File: src/rtl/mem_arbiter.sv
// Three-way arbiter sharing one single-port synchronous memory between the core
// data port, the instruction-fetch port and the UART programmer.
module mem_arbiter #(
  parameter int ADDR_W = 32,
  parameter int DATA_W = 32
) (
  input  logic                clk,
  input  logic                Rst,
  input  logic                prog_ena,
  input  logic                d_req,
  input  logic                d_we,
  input  logic [DATA_W/8-1:0] d_be,
  input  logic [ADDR_W-1:0]   d_addr,
  input  logic [DATA_W-1:0]   d_din,
  output logic [DATA_W-1:0]   d_dout,
  output logic                d_ack,
  input  logic                i_req,
  input  logic [ADDR_W-1:0]   i_addr,
  output logic [DATA_W-1:0]   i_dout,
  output logic                i_ack,
  input  logic                p_req,
  input  logic [ADDR_W-1:0]   p_addr,
  input  logic [DATA_W-1:0]   p_din,
  output logic                p_ack,
  output logic                m_en,
  output logic                m_we,
  output logic [DATA_W/8-1:0] m_be,
  output logic [ADDR_W-1:0]   m_addr,
  output logic [DATA_W-1:0]   m_din,
  input  logic [DATA_W-1:0]   m_dout,
  output logic                mem_hold
);

  typedef enum logic {S_IDLE, S_WAIT} state_t;
  typedef enum logic [1:0] {OWN_D, OWN_I, OWN_P} owner_t;

  state_t state, state_nxt;
  owner_t owner, owner_nxt;
  logic   owner_rd, owner_rd_nxt;  // data-port access in flight is a read
  logic   last_i, last_i_nxt;      // most recent core grant went to fetch

  logic d_elig, i_elig, p_elig;
  logic grant_d, grant_i, grant_p;

  // Programming mode hands the memory exclusively to the programmer; a port
  // whose ack is high is completing and must not be re-granted this cycle.
  always_comb begin
    d_elig  = d_req & ~d_ack & ~prog_ena;
    i_elig  = i_req & ~i_ack & ~prog_ena;
    p_elig  = p_req & ~p_ack & prog_ena;
    grant_d = 1'b0;
    grant_i = 1'b0;
    grant_p = 1'b0;
    if (p_elig) begin
      grant_p = 1'b1;
    end else if (d_elig && i_elig) begin
      if (last_i) grant_d = 1'b1;
      else        grant_i = 1'b1;
    end else if (d_elig) begin
      grant_d = 1'b1;
    end else if (i_elig) begin
      grant_i = 1'b1;
    end
  end

  always_comb begin
    // NOTE: every output of this block gets a default first, so no path through
    // the case statement can leave a signal unassigned and infer a latch.
    state_nxt    = state;
    owner_nxt    = owner;
    owner_rd_nxt = owner_rd;
    last_i_nxt   = last_i;
    m_en         = 1'b0;
    m_we         = 1'b0;
    m_be         = '0;
    m_addr       = '0;
    m_din        = '0;
    case (state)
      S_IDLE: begin
        if (grant_d) begin
          m_en         = 1'b1;
          m_we         = d_we;
          m_be         = d_we ? d_be : '1;
          m_addr       = d_addr;
          m_din        = d_din;
          owner_nxt    = OWN_D;
          owner_rd_nxt = ~d_we;
          last_i_nxt   = 1'b0;
          state_nxt    = S_WAIT;
        end else if (grant_i) begin
          m_en         = 1'b1;
          m_be         = '1;
          m_addr       = i_addr;
          owner_nxt    = OWN_I;
          owner_rd_nxt = 1'b1;
          last_i_nxt   = 1'b1;
          state_nxt    = S_WAIT;
        end else if (grant_p) begin
          m_en         = 1'b1;
          m_we         = 1'b1;
          m_be         = '1;
          m_addr       = p_addr;
          m_din        = p_din;
          owner_nxt    = OWN_P;
          owner_rd_nxt = 1'b0;
          state_nxt    = S_WAIT;
        end
      end
      S_WAIT:  state_nxt = S_IDLE;
      default: state_nxt = S_IDLE;
    endcase
    // The memory port is driven combinationally, so reset must silence it
    // directly rather than wait for the state register.
    if (Rst) begin
      m_en   = 1'b0;
      m_we   = 1'b0;
      m_be   = '0;
      m_addr = '0;
      m_din  = '0;
    end
  end

  // NOTE: sequential state uses non-blocking assignments so every register
  // samples the pre-edge values regardless of statement order.
  always_ff @(posedge clk or posedge Rst) begin
    if (Rst) begin
      state    <= S_IDLE;
      owner    <= OWN_D;
      owner_rd <= 1'b0;
      last_i   <= 1'b1;
      d_ack    <= 1'b0;
      i_ack    <= 1'b0;
      p_ack    <= 1'b0;
      d_dout   <= '0;
      i_dout   <= '0;
    end else begin
      state    <= state_nxt;
      owner    <= owner_nxt;
      owner_rd <= owner_rd_nxt;
      last_i   <= last_i_nxt;
      d_ack    <= (state == S_WAIT) && (owner == OWN_D);
      i_ack    <= (state == S_WAIT) && (owner == OWN_I);
      p_ack    <= (state == S_WAIT) && (owner == OWN_P);
      if ((state == S_WAIT) && (owner == OWN_D) && owner_rd) d_dout <= m_dout;
      if ((state == S_WAIT) && (owner == OWN_I))             i_dout <= m_dout;
    end
  end

  assign mem_hold = ~Rst & ((d_req & ~d_ack) | (i_req & ~i_ack));

endmodule
File: config.mk
export PLATFORM = sky130hd
export DESIGN_NAME = mem_arbiter
export DESIGN_NICKNAME = d
export VERILOG_FILES = /design/src/rtl/mem_arbiter.sv
export SDC_FILE = /design/constraint.sdc
export NUM_CORES = 1
export LEC_CHECK = 0
export ABC_AREA = 1
export BUFFER_PORTS_ARGS = -buffer_cell sky130_fd_sc_hd__buf_2
export CAP_MARGIN = 25
export CELL_PAD_IN_SITES_DETAIL_PLACEMENT = 0
export CELL_PAD_IN_SITES_GLOBAL_PLACEMENT = 1
export CORE_MARGIN = 3
export CORE_UTILIZATION = 26
export DETAILED_ROUTE_END_ITERATION = 16
export PLACE_DENSITY = 0.81
export SYNTH_ARGS = -nofsm -noshare
export SYNTH_HDL_FRONTEND = slang
export SYNTH_SLANG_ARGS = --single-unit
File: constraint.sdc
create_clock -name clk -period 2.8 [get_ports clk]
set_input_delay 0.56 -clock clk [delete_from_list [all_inputs] [get_ports clk]]
set_output_delay 0.56 -clock clk [all_outputs]
set_load 0.005 [all_outputs]
==> out/metrics.cfg <==
[status]
outcome=completed

[route]
first_iter_violations=269
drc=0
vias=5312
ant_nets=0
viasPerCell=4.56
dr.pass1.iters=4
routed_wl_um=18500
wire_per_inst_um=15.9

[critical_path]
cpPeakStageDelay_ns=0.39
crit_chain=inv_1 > nand2_1 > nor2_2 > buf_4 > nand2_1 > nand3_2 > nand2_2 > nor2_1 > buf_2
startpoint=i_ack
r2r-start=owner[1]
rrSetupSlack_ns=1.04
r2r_end=i_dout[14]
slowest_stage=dfrtp_1
required_ns=2.24
cp_top_family=simple AND/OR/NAND/NOR gates
reg2reg_depth=5
cp-end-kind=output port
crit_top_cell=nand2_1
arrival_ns=1.79
path_class=reg2out
critPathBufInv=3
path_max_fanout=18
critPathLaunchType=flop

[die]
rows=47
dieHeight_um=137
initial_core_util_pct=26.7
num_io_pins=341
fp.dieW_um=137
die_area_um2=18800
coreArea_um2=16700

[place]
port_buffers=340
globalplace.congestion=0.749
dp.final_hpwl_um=14400

[final_layout]
area_growth_pct=47.1
drive_above_1_share_pct=43.5
layout.nets=1142
postLayoutCoreUtil_pct=39.3
layout_common_cells=buf_2 (340), nand2_1 (174), nand3_1 (135)
layout_commonest_cell=buf_2

[synthesis]
syn_avg_cell_area_um2=7.19
yosysWarnings=0
ys_types=21
synth_area_um2=4460
syn_nets=824
syn_inst=621
ys_seq_area_share_pct=40.4
ys_seq_elements=72

[clock_network]
cts_buffer_depth=2
cts.sinks=72
post-cts-setup-buffers=0
cts_tree=yes
ctsHoldBuffers=0
insertion_delay_ns=0.33
clk_pin_slew_worst_paths_ns=0.06
cts_made_buffers=9
root_buffer=clkbuf_16
cts_resized=0
htreeDepth=3

[pwr]
power.share.sequential_pct=35.6
power_switching_mw=2.04
p_leak_nw=3.91
p_comb_share_pct=44.5
powerDensity_nw_per_um2=795
p_total_mw=5.22
intPower_mw=3.19
p_clk_share_pct=19.9
netSwitchingFraction_pct=39.0
ir_worst_vdd_uv=489

[sta]
drv_slew=0
finClkSkew_ns=0.00663
fmax_ghz=0.425
period_needed_ns=2.35
fin_setup_tns_ns=0
setup_viol_count_final=0
slew_headroom_pct=42.4
rsz0062_at_grt=false
worst_slew_pin_slew_ns=0.864
hold_violations=0
period_share_pct=84.0

[job]
maxCapViolations=0

[hold_path]
hp-class=in2async

[global_route]
grt_max_degree=67
gr-usage-met3_pct=4.08
grt_usage_pct=17.9
antenna_found_initial=4
grt_pass1_vias=4692
grt_pass1_wl_um=26300
grt_use_met2_pct=29.1
overflow=0
top_usage_layer=met2
gr-usage-met1_pct=23.9

cell type report:
type / instances / area (um^2)
Fill cell: 1822 / 10100
Multi-Input combinational cell: 427 / 2080
Timing Repair Buffer: 353 / 1850
Sequential cell: 72 / 1800
Inverter: 76 / 285
Tap cell: 220 / 275
Clock buffer: 14 / 254
Clock inverter: 2 / 15.0
Antenna cell: 1 / 2.50
stage by stage:
| step | cells | worst slack [ns] | area (um^2) | hold slack [ns] |
|---|---|---|---|---|
| floorplan | 621 | 0.417 | 4460 | 0.476 |
| global route | 1165 | 0.273 | 6570 | 0.382 |
| global placement | 1148 | 0.506 | 6300 | 0.460 |
| detailed placement | 1148 | 0.463 | 6300 | 0.463 |
| CTS | 1164 | 0.385 | 6570 | 0.351 |
| finish | 1165 | 0.449 | 6570 | 0.325 |
layer usage:
metal	vias up	wire, um
li1	2634	-
met1	2413	7600
met2	240	9010
met3	23	1640
met4	2	244
met5	-	18
sequential cells by signal, indices dropped and copies added (netlist names):
| register | flops |
|---|---|
| i_dout | 32 |
| owner_rd | 1 |
| last_i | 1 |
| i_ack | 1 |
| state | 1 |
| d_ack | 1 |
| d_dout | 32 |
| p_ack | 1 |
| owner | 2 |
worst max-delay path by stage:
stage               slack (ns)  cells after the start       to
floorplan                 0.42                      1    d_ack
global placement          0.51                      9  m_be[1]
detailed placement        0.46                      9  m_be[2]
CTS                       0.39                      9  m_be[2]
global route              0.27                      9  m_be[2]
finish                    0.45                      9  m_be[3]
cells by family (layout without fill, tap and decap cells):
logic type / after synthesis / after routing / synth area share (%)
other: 0 / 1 / 0
AO/OA/AOI/OAI: 98 / 98 / 13.7
flip-flops: 72 / 72 / 40.4
buffers and inverters: 122 / 445 / 13.4
AND/OR/NAND/NOR: 329 / 329 / 32.6
power by group through the flow:
stage / Sequential [mW] / Clock (mW) / Combinational, mW
final: 1.86 / 1.04 / 2.32
after global routing: 1.93 / 1.12 / 2.62
after CTS: 1.86 / 1.07 / 2.37
after detailed placement: 1.86 / 0 / 2.37
after global placement: 1.85 / 0 / 2.34
after floorplan: 1.89 / 0 / 1.26
worst register-to-register path, cell delays in order, from the launching register on:
cell and delay, ns:
dfrtp_1 0.42, inv_1 0.10, nand3_2 0.48, buf_4 0.47
nand2_1 0.11, o21ai_0 0.07
Yosys cell counts:
master	instances	area share (%)
nand2_1	174	15
nand3_1	137	15
inv_1	74	6.2
dfrtp_1	71	40
a21oi_1	33	3.7
o21ai_0	33	3.7
o21ai_2	32	6.3
buf_2	15	1.7
buf_6	11	2.8
buf_4	10	1.7
clkbuf_1	10	0.84
nor3_1	5	0.56
nor2_1	4	0.34
nor2_2	4	0.56
inv_2	2	0.17
and3_1	1	0.14
dfstp_2	1	0.59
nand2_2	1	0.14
nand2_4	1	0.25
nand3_2	1	0.22
nor3_4	1	0.36
Note: power is estimated with default switching activity, not from simulation.
